===== src/rtl/axis_gain_ramp_controller.sv =====
// Gain sequencer for the volume datapath. It synchronizes and debounces the switch/mute request,
// then slews the applied fixed-point gain toward the target by one step per stereo frame.
module axis_gain_ramp_controller #(
  parameter int SWITCH_WIDTH    = 4,
  parameter int GAIN_FRAC       = 24,
  parameter int STEP            = 65536,
  parameter int DEBOUNCE_FRAMES = 4
) (
  input  logic                    clk,
  input  logic                    reset,
  input  logic [SWITCH_WIDTH-1:0] sw,
  input  logic                    mute,
  input  logic                    frame_strobe,
  output logic [GAIN_FRAC:0]      gain,
  output logic                    gain_update,
  output logic                    ramping,
  output logic                    settling
);

  localparam int GW     = GAIN_FRAC + 1;
  localparam int RW     = GAIN_FRAC + 2;
  localparam int PW     = SWITCH_WIDTH + GAIN_FRAC + 1;
  localparam int RQ     = SWITCH_WIDTH + 1;
  localparam int SW_MAX = (2 ** SWITCH_WIDTH) - 1;

  typedef enum logic {IDLE, SETTLE} state_t;

  logic [SWITCH_WIDTH-1:0] r_sw_p0, r_sw_p1, r_sw_p2;
  logic                    r_mute_p0, r_mute_p1, r_mute_p2, r_mute_p3;
  state_t                  r_state, w_state_nx;
  logic [RQ-1:0]           r_cand, w_cand_nx;
  logic [7:0]              r_count, w_count_nx;
  logic [GW-1:0]           r_target, w_target_nx;
  logic [GW-1:0]           r_gain, w_gain_nx;
  logic                    r_gain_upd, r_ramping;
  logic [RQ-1:0]           w_req;
  logic                    w_mute_rise;

  // Full-scale switch maps to exactly unity; a muted candidate always maps to silence.
  function automatic logic [GW-1:0] f_tgt(input logic [RQ-1:0] c);
    logic [PW-1:0] num;
    logic [GW-1:0] q;
    num   = PW'(c[SWITCH_WIDTH-1:0]) << GAIN_FRAC;
    q     = GW'(num / PW'(SW_MAX));
    f_tgt = c[SWITCH_WIDTH] ? '0 : q;
  endfunction

  // One slew step with the final step clamped onto the target (no overshoot/undershoot).
  function automatic logic [GW-1:0] f_ramp(input logic [GW-1:0] g, input logic [GW-1:0] t);
    logic [RW-1:0] ge, te, st, sum, dif;
    ge     = {1'b0, g};
    te     = {1'b0, t};
    st     = RW'(STEP);
    sum    = ge + st;
    dif    = ge - te;
    f_ramp = g;
    if (ge < te)
      f_ramp = (sum > te) ? t : sum[GW-1:0];
    else if (ge > te)
      f_ramp = (dif <= st) ? t : (g - st[GW-1:0]);
  endfunction

  // Stage p0..p2: three-flop synchronizers; p3 keeps the previous synced mute for edge detect.
  always_ff @(posedge clk or posedge reset) begin
    if (reset) begin
      r_sw_p0   <= '0;
      r_sw_p1   <= '0;
      r_sw_p2   <= '0;
      r_mute_p0 <= 1'b0;
      r_mute_p1 <= 1'b0;
      r_mute_p2 <= 1'b0;
      r_mute_p3 <= 1'b0;
    end else begin
      r_sw_p0   <= sw;
      r_sw_p1   <= r_sw_p0;
      r_sw_p2   <= r_sw_p1;
      r_mute_p0 <= mute;
      r_mute_p1 <= r_mute_p0;
      r_mute_p2 <= r_mute_p1;
      r_mute_p3 <= r_mute_p2;
    end
  end

  assign w_req       = {r_mute_p2, r_sw_p2};
  assign w_mute_rise = r_mute_p2 & ~r_mute_p3;

  // Debounce FSM: a request change always restarts the count, even on a strobe cycle.
  always_comb begin
    w_state_nx  = r_state;
    w_cand_nx   = r_cand;
    w_count_nx  = r_count;
    w_target_nx = r_target;
    if (w_mute_rise) begin
      w_target_nx = '0;
      w_cand_nx   = w_req;
      w_count_nx  = '0;
      w_state_nx  = IDLE;
    end else begin
      case (r_state)
        IDLE: begin
          if (w_req != r_cand) begin
            w_cand_nx  = w_req;
            w_count_nx = '0;
            w_state_nx = SETTLE;
          end
        end
        SETTLE: begin
          if (w_req != r_cand) begin
            w_cand_nx  = w_req;
            w_count_nx = '0;
          end else if (frame_strobe) begin
            if (r_count == 8'(DEBOUNCE_FRAMES - 1)) begin
              w_target_nx = f_tgt(r_cand);
              w_count_nx  = '0;
              w_state_nx  = IDLE;
            end else begin
              w_count_nx = r_count + 8'd1;
            end
          end
        end
        default: w_state_nx = IDLE;
      endcase
    end
  end

  // The ramp reads the pre-edge target, so a target load on a strobe cycle acts on the next strobe.
  assign w_gain_nx = frame_strobe ? f_ramp(r_gain, r_target) : r_gain;

  always_ff @(posedge clk or posedge reset) begin
    if (reset) begin
      r_state    <= IDLE;
      r_cand     <= '0;
      r_count    <= '0;
      r_target   <= '0;
      r_gain     <= '0;
      r_gain_upd <= 1'b0;
      r_ramping  <= 1'b0;
    end else begin
      r_state    <= w_state_nx;
      r_cand     <= w_cand_nx;
      r_count    <= w_count_nx;
      r_target   <= w_target_nx;
      r_gain     <= w_gain_nx;
      r_gain_upd <= (w_gain_nx != r_gain);
      r_ramping  <= (w_gain_nx != w_target_nx);
    end
  end

  assign gain        = r_gain;
  assign gain_update = r_gain_upd;
  assign ramping     = r_ramping;
  assign settling    = (r_state == SETTLE);

endmodule


===== config.mk =====
export PLATFORM = sky130hd
export DESIGN_NAME = axis_gain_ramp_controller
export DESIGN_NICKNAME = d
export VERILOG_FILES = /design/src/rtl/axis_gain_ramp_controller.sv
export SDC_FILE = /design/constraint.sdc
export NUM_CORES = 1
export LEC_CHECK = 0
export CAP_MARGIN = 5
export CORE_MARGIN = 5
export CORE_UTILIZATION = 38
export DETAILED_ROUTE_END_ITERATION = 8
export PLACE_DENSITY = 0.59
export SLEW_MARGIN = 20
export SYNTH_ARGS = -nofsm -noshare
export SYNTH_HDL_FRONTEND = slang
export SYNTH_SLANG_ARGS = --single-unit

===== constraint.sdc =====
create_clock -name clk -period 45 [get_ports clk]
set_clock_uncertainty 0.05 [all_clocks]
set_input_delay 11.25 -clock clk [delete_from_list [all_inputs] [get_ports clk]]
set_output_delay 11.25 -clock clk [all_outputs]
set_load 0.01 [all_outputs]

-- After elaboration in Yosys (flattened, before gate mapping)
Cells that the tools add are included.
- add/sub/neg operators: 4
- equality and inequality tests: 6
- order comparisons: 4
- muxes and demuxes: 25
- reductions and logical operators: 2
- bitwise gates (word level): 3
- divide/modulo/power cells: 1
- operators with widths (cell ; count):
    2-to-1 mux 25 bit ; 11
    inequality test 25 bit ; 2
    2-to-1 mux 8 bit ; 5
    divider 28 x 4 -> 29 bit (second input constant) ; 1
    adder 25 x 17 -> 26 bit (second input constant) ; 1
    > comparator 26 x 25 -> 1 bit ; 1
    less-or-equal comparator 26 x 17 -> 1 bit (second input constant) ; 1
    subtractor 25 x 25 -> 26 bit ; 1
    > comparator 25 bit ; 1
    < comparator 25 bit ; 1
    subtractor 25 x 17 -> 25 bit (second input constant) ; 1
    case mux 8 bit (2 select lines) ; 1
    2-to-1 mux 5 bit ; 2
    adder 8 x 1 -> 8 bit (second input constant) ; 1
    equality test 8 x 2 -> 1 bit (second input constant) ; 1
    2-to-1 mux 1 bit ; 5
    inequality test 5 bit ; 1
    inequality test 4 x 2 -> 1 bit (second input constant) ; 1
    inequality test 3 bit (second input constant) ; 1
    NOT 1 bit ; 2
    case mux 1 bit (2 select lines) ; 1
    AND reduction 2 bit ; 1
    nonzero test 2 bit ; 1
    bitwise AND 1 bit ; 1
- output and inout port bits: 28
- word-level logic and storage cells: 59
- bits of input ports: 8
- register bits after elaboration: 82

-- Longest topological paths before layout
- word-level depth: 8
- gate-level depth with buffers: 73
- gate-level depth less buffers: 67

-- Worst setup path after synthesis
No wires, ideal clock.
- kind: reg-to-reg
- from: reg r_cand[0]
- to: reg r_ramping (netlist: ramping)
- arrival: 14.196 ns
- required time: 44.811 ns
- slack: 30.615 ns
- stages on the path, launching flop included: 71
- library setup time: 0.139 ns
- period minus slack after synthesis: 14.385 ns
- buffers on the path: 6
- path through: dfrtp_1 > ha_1 > buf_4 > nor2_1 > nor3_1 > nor2_1 > inv_1 > ha_1 > nand4_1 > o21ai_0 > a32oi_1 > xnor2_1 > ha_1 > a2111oi_4 > nand2_1 > nand2_1 > ha_1 > nand4_1 > (+35 left out) > fa_1 > nand2b_1 > nand2b_1 > a211o_1 > o31a_1 > a31o_2 > o2bb2ai_1 > a211oi_1 > a311oi_2 > nand4_1 > or3_1 > buf_2 > inv_1 > fa_1 > nand3b_1 > a21oi_1 > a31oi_1 > or4b_1
- longest elaborated chain between the ends: 8
- elaborated cells on any way between the ends: 9
- those cells by class: div (1); eq/ne (2); mux (6)
- ends and longest elaborated chain (what ; line ; source):
    start, declared ; 31 ; logic [RQ-1:0] r_cand, w_cand_nx;
    start signal, assigned ; 140 ; r_cand <= w_cand_nx;
    divider 28 x 4 -> 29 bit ; 44 ; q = GW'(num / PW'(SW_MAX));
    2-to-1 mux 25 bit ; 45 ; f_tgt = c[SWITCH_WIDTH] ? '0 : q;
    2-to-1 mux 25 bit ; 112 ; if (r_count == 8'(DEBOUNCE_FRAMES - 1)) begin
    2-to-1 mux 25 bit ; 111 ; end else if (frame_strobe) begin
    2-to-1 mux 25 bit (*) ; 108 ; if (w_req != r_cand) begin
    2-to-1 mux 25 bit (*) ; 99 ; case (r_state)
    2-to-1 mux 25 bit (*) ; 93 ; if (w_mute_rise) begin
    inequality test 25 bit (*) ; 145 ; r_ramping <= (w_gain_nx != w_target_nx);
    end signal, assigned ; 145 ;
    end, declared ; 35 ; logic r_gain_upd, r_ramping;
Every way passes the cells marked *; elsewhere a longest branch is shown, timed or not.
A chain may end at the register's enable or synchronous reset.

-- Worst setup path after layout
Same ends and word-level chain as after synthesis.

==> impl_metrics.json <==
{
  "drc": 0,
  "fp-row-count": 61,
  "drive_gt1_share_pct": 8.67,
  "synthXorXnorAreaFrac_pct": 6.56,
  "drt_iter0_markers": 919,
  "route.met3.wl_mm": 1.84,
  "start_kind": "flop",
  "routed.top_layer": "met4",
  "syn_area_mm2": 0.0107,
  "die_width_um": 178,
  "multi_input_area_mm2": 0.00804,
  "final_max_slew_viol_count": 0,
  "grt_pass1_vias": 10100,
  "via_count": 10800,
  "netlist_top_cells_count": "nand2_1 (132), nor2_1 (127), a21oi_1 (85), o21ai_0 (85), inv_1 (83)",
  "min_path_type": "reg -> reg",
  "final_cells": 1785,
  "fillers": 2884,
  "setup_viol": 0,
  "cts-resized-gates": 0,
  "power_uw": 434,
  "maxSlewHeadroom_pct": 26.1,
  "clk_pin_slew_ns": 0.06,
  "io_pins": 36,
  "power_leakage_uw": 0.00465,
  "antenna_cells": 0,
  "syn_inst": 1410,
  "dieHeight_um": 178,
  "nets": 1477,
  "cts_max_level": 3,
  "io_buffers": 35,
  "setup-tns-final_ns": 0,
  "yosysWarnings": 0,
  "tightest_slew_ns": 1.10,
  "synth.area.top_cells": "dfrtp_1 (19%), ha_1 (7.1%), nand2_1 (4.6%)",
  "cts_setup_buffers": 0,
  "place_inst": 1769,
  "hp-start": "r_mute_p1",
  "period_needed_ns": 17.51,
  "core_mm2": 0.0278,
  "finalHoldViolCount": 0,
  "syn-num-nets": 1485,
  "synth_sequential_area_ratio_pct": 19.2,
  "synth_cell_types": 118,
  "grt_max_degree": 60,
  "cts_tree": "yes",
  "cp_slowest_stage_delay_ns": 0.69,
  "grt-ovfl-total": 0,
  "place_congestion": 0.935,
  "cts_hold_repair.buffers": 0,
  "worstSetupPathType": "reg -> reg",
  "synth_compound_area_share_pct": 29.8,
  "synthFlopType": "dfrtp_1",
  "cts_root_buf": "clkbuf_16",
  "outcome": "completed",
  "crit_required_ns": 45.15,
  "ir_drop_mv": 0.0197,
  "drt_wl_total_mm": 32.1,
  "synth_async_sr_flop_share_pct": 100,
  "fmax_mhz": 57.1,
  "drt_first_pass_iters": 5,
  "cp-end-kind": "flop",
  "cts-buffers-inserted": 9,
  "die_area_mm2": 0.0316,
  "crit_top_cell": "nand2_1",
  "netlist.area_leader.share_pct": 19.2,
  "synth_largest_area_cell": "dfrtp_1",
  "cap_violations": 0,
  "reg2reg_from": "r_cand[0]",
  "synth_top_family_by_area": "compound AO/OA/AOI/OAI gates",
  "grt_pass1_wl_mm": 52.9,
  "synth-seq-cells": 82,
  "synthToLayoutAreaGrowth_pct": 8.61,
  "final_core_util_pct": 41.9,
  "wl_met2_mm": 14.4,
  "synth-edff-count": 0,
  "r2r_slack_ns": 27.49,
  "synth_fa_ha_area_share_pct": 8.45,
  "vias_per_cell": 6.04,
  "start_util_pct": 38.5,
  "avgRoutedWirePerCell_um": 18.0,
  "clockBufferDepth": 2,
  "track_usage_pct": 20.1,
  "cts.sinks": 82,
  "rsz0062_at_grt": "no",
  "ff_latch_area_mm2": 0.00205,
  "clk_latency_ns": 0.33,
  "avgSynthCellArea_um2": 7.59,
  "crit_arrival_ns": 17.66,
  "synthMuxAreaShare_pct": 3.56,
  "crit_fanout": 18,
  "hpwl_mm": 25.3,
  "critPathSlowestCell": "fa_1",
  "synth-simple-area-share_pct": 26.6,
  "antenna_found_initial": 0,
  "cp-startpoint": "r_cand[0]",
  "yosysMostFrequentCell": "nand2_1",
  "p_per_area_mw_per_mm2": 37.3,
  "fin_crit_sh_pct": 38.9,
  "ant_nets": 0,
  "wl_met1_mm": 15.1
}
-- final timing paths --
| check | cells after the start | to |
|---|---|---|
| min in group asynchronous | 2 | r_count[5] |
| min | 0 | r_mute_p2 |
| max in group asynchronous | 3 | gain[2] |
| max reg2reg | 65 | ramping |
| min reg2reg | 0 | r_mute_p2 |
| max | 65 | ramping |
-- registers in the layout, indices dropped and copies added (netlist names), 4 cells and up --
name / count
r_sw_p0: 4
r_sw_p1: 4
r_target: 25
r_count: 8
gain: 25
r_cand: 5
r_sw_p2: 4
-- critical path, delay by kind of cell (launching register included) --
family	cells	cell delay, ns
fa+ha+maj	9	3.54
simple gates	31	7.42
buf+inv	3	0.26
flops	1	0.62
compound gates	20	5.08
xor+xnor	2	0.40
-- metal layers --
| metal | track usage, % | up-vias |
|---|---|---|
| li1 | - | 5220 |
| met1 | 28.3 | 5144 |
| met2 | 32.2 | 361 |
| met3 | 2.62 | 51 |
| met4 | 5.77 | 0 |
| met5 | 0 | - |
-- power by group --
part | total [µW] | internal, µW | leakage [µW] | switching, µW
combinational | 267 | 107 | 0.00343 | 160
clock | 74.0 | 43.5 | 0.000143 | 30.6
sequential | 92.8 | 78.8 | 0.00107 | 14.0
-- cells in the final DEF (no fill, tap or decap), types with 23 or more instances in the layout --
master and n:
a21oi_1 85, clkdlybuf4s50_1 35, dfrtp_1 82, ha_1 61, inv_1 82, nand2_1 132, nand2b_1 23, nand3_1 60
nand4_1 28, nor2_1 127, nor3_1 36, o21ai_0 85, xnor2_1 45, xor2_1 32
-- cell type report --
| class | count | share of cell area [%] |
|---|---|---|
| Clock buffer | 9 | 1.94 |
| Inverter | 95 | 3.08 |
| Tap cell | 378 | 4.07 |
| Timing Repair Buffer | 42 | 3.46 |
| Multi-Input combinational cell | 1172 | 69.2 |
| Clock inverter | 7 | 0.656 |
| Sequential cell | 82 | 17.6 |
-- kinds of logic (layout without fill, tap and decap cells) --
kind of cell	after synthesis	in the layout
compound gates	437	437
xor+xnor	78	78
fa+ha+maj	69	69
buf+inv	156	153
flops	82	82
mux	33	33
other cells	1	1
simple gates	554	554
-- per-stage QoR --
step	setup slack (ns)	hold WS [ns]	cell area, µm²
floorplan	30.62	0.281	10700
global placement	28.50	0.283	11300
detailed placement	27.80	0.285	11300
CTS	27.75	0.299	11600
global route	26.15	0.304	11600
finish	27.49	0.297	11600
No activity file was read; power rests on OpenSTA's default activity.
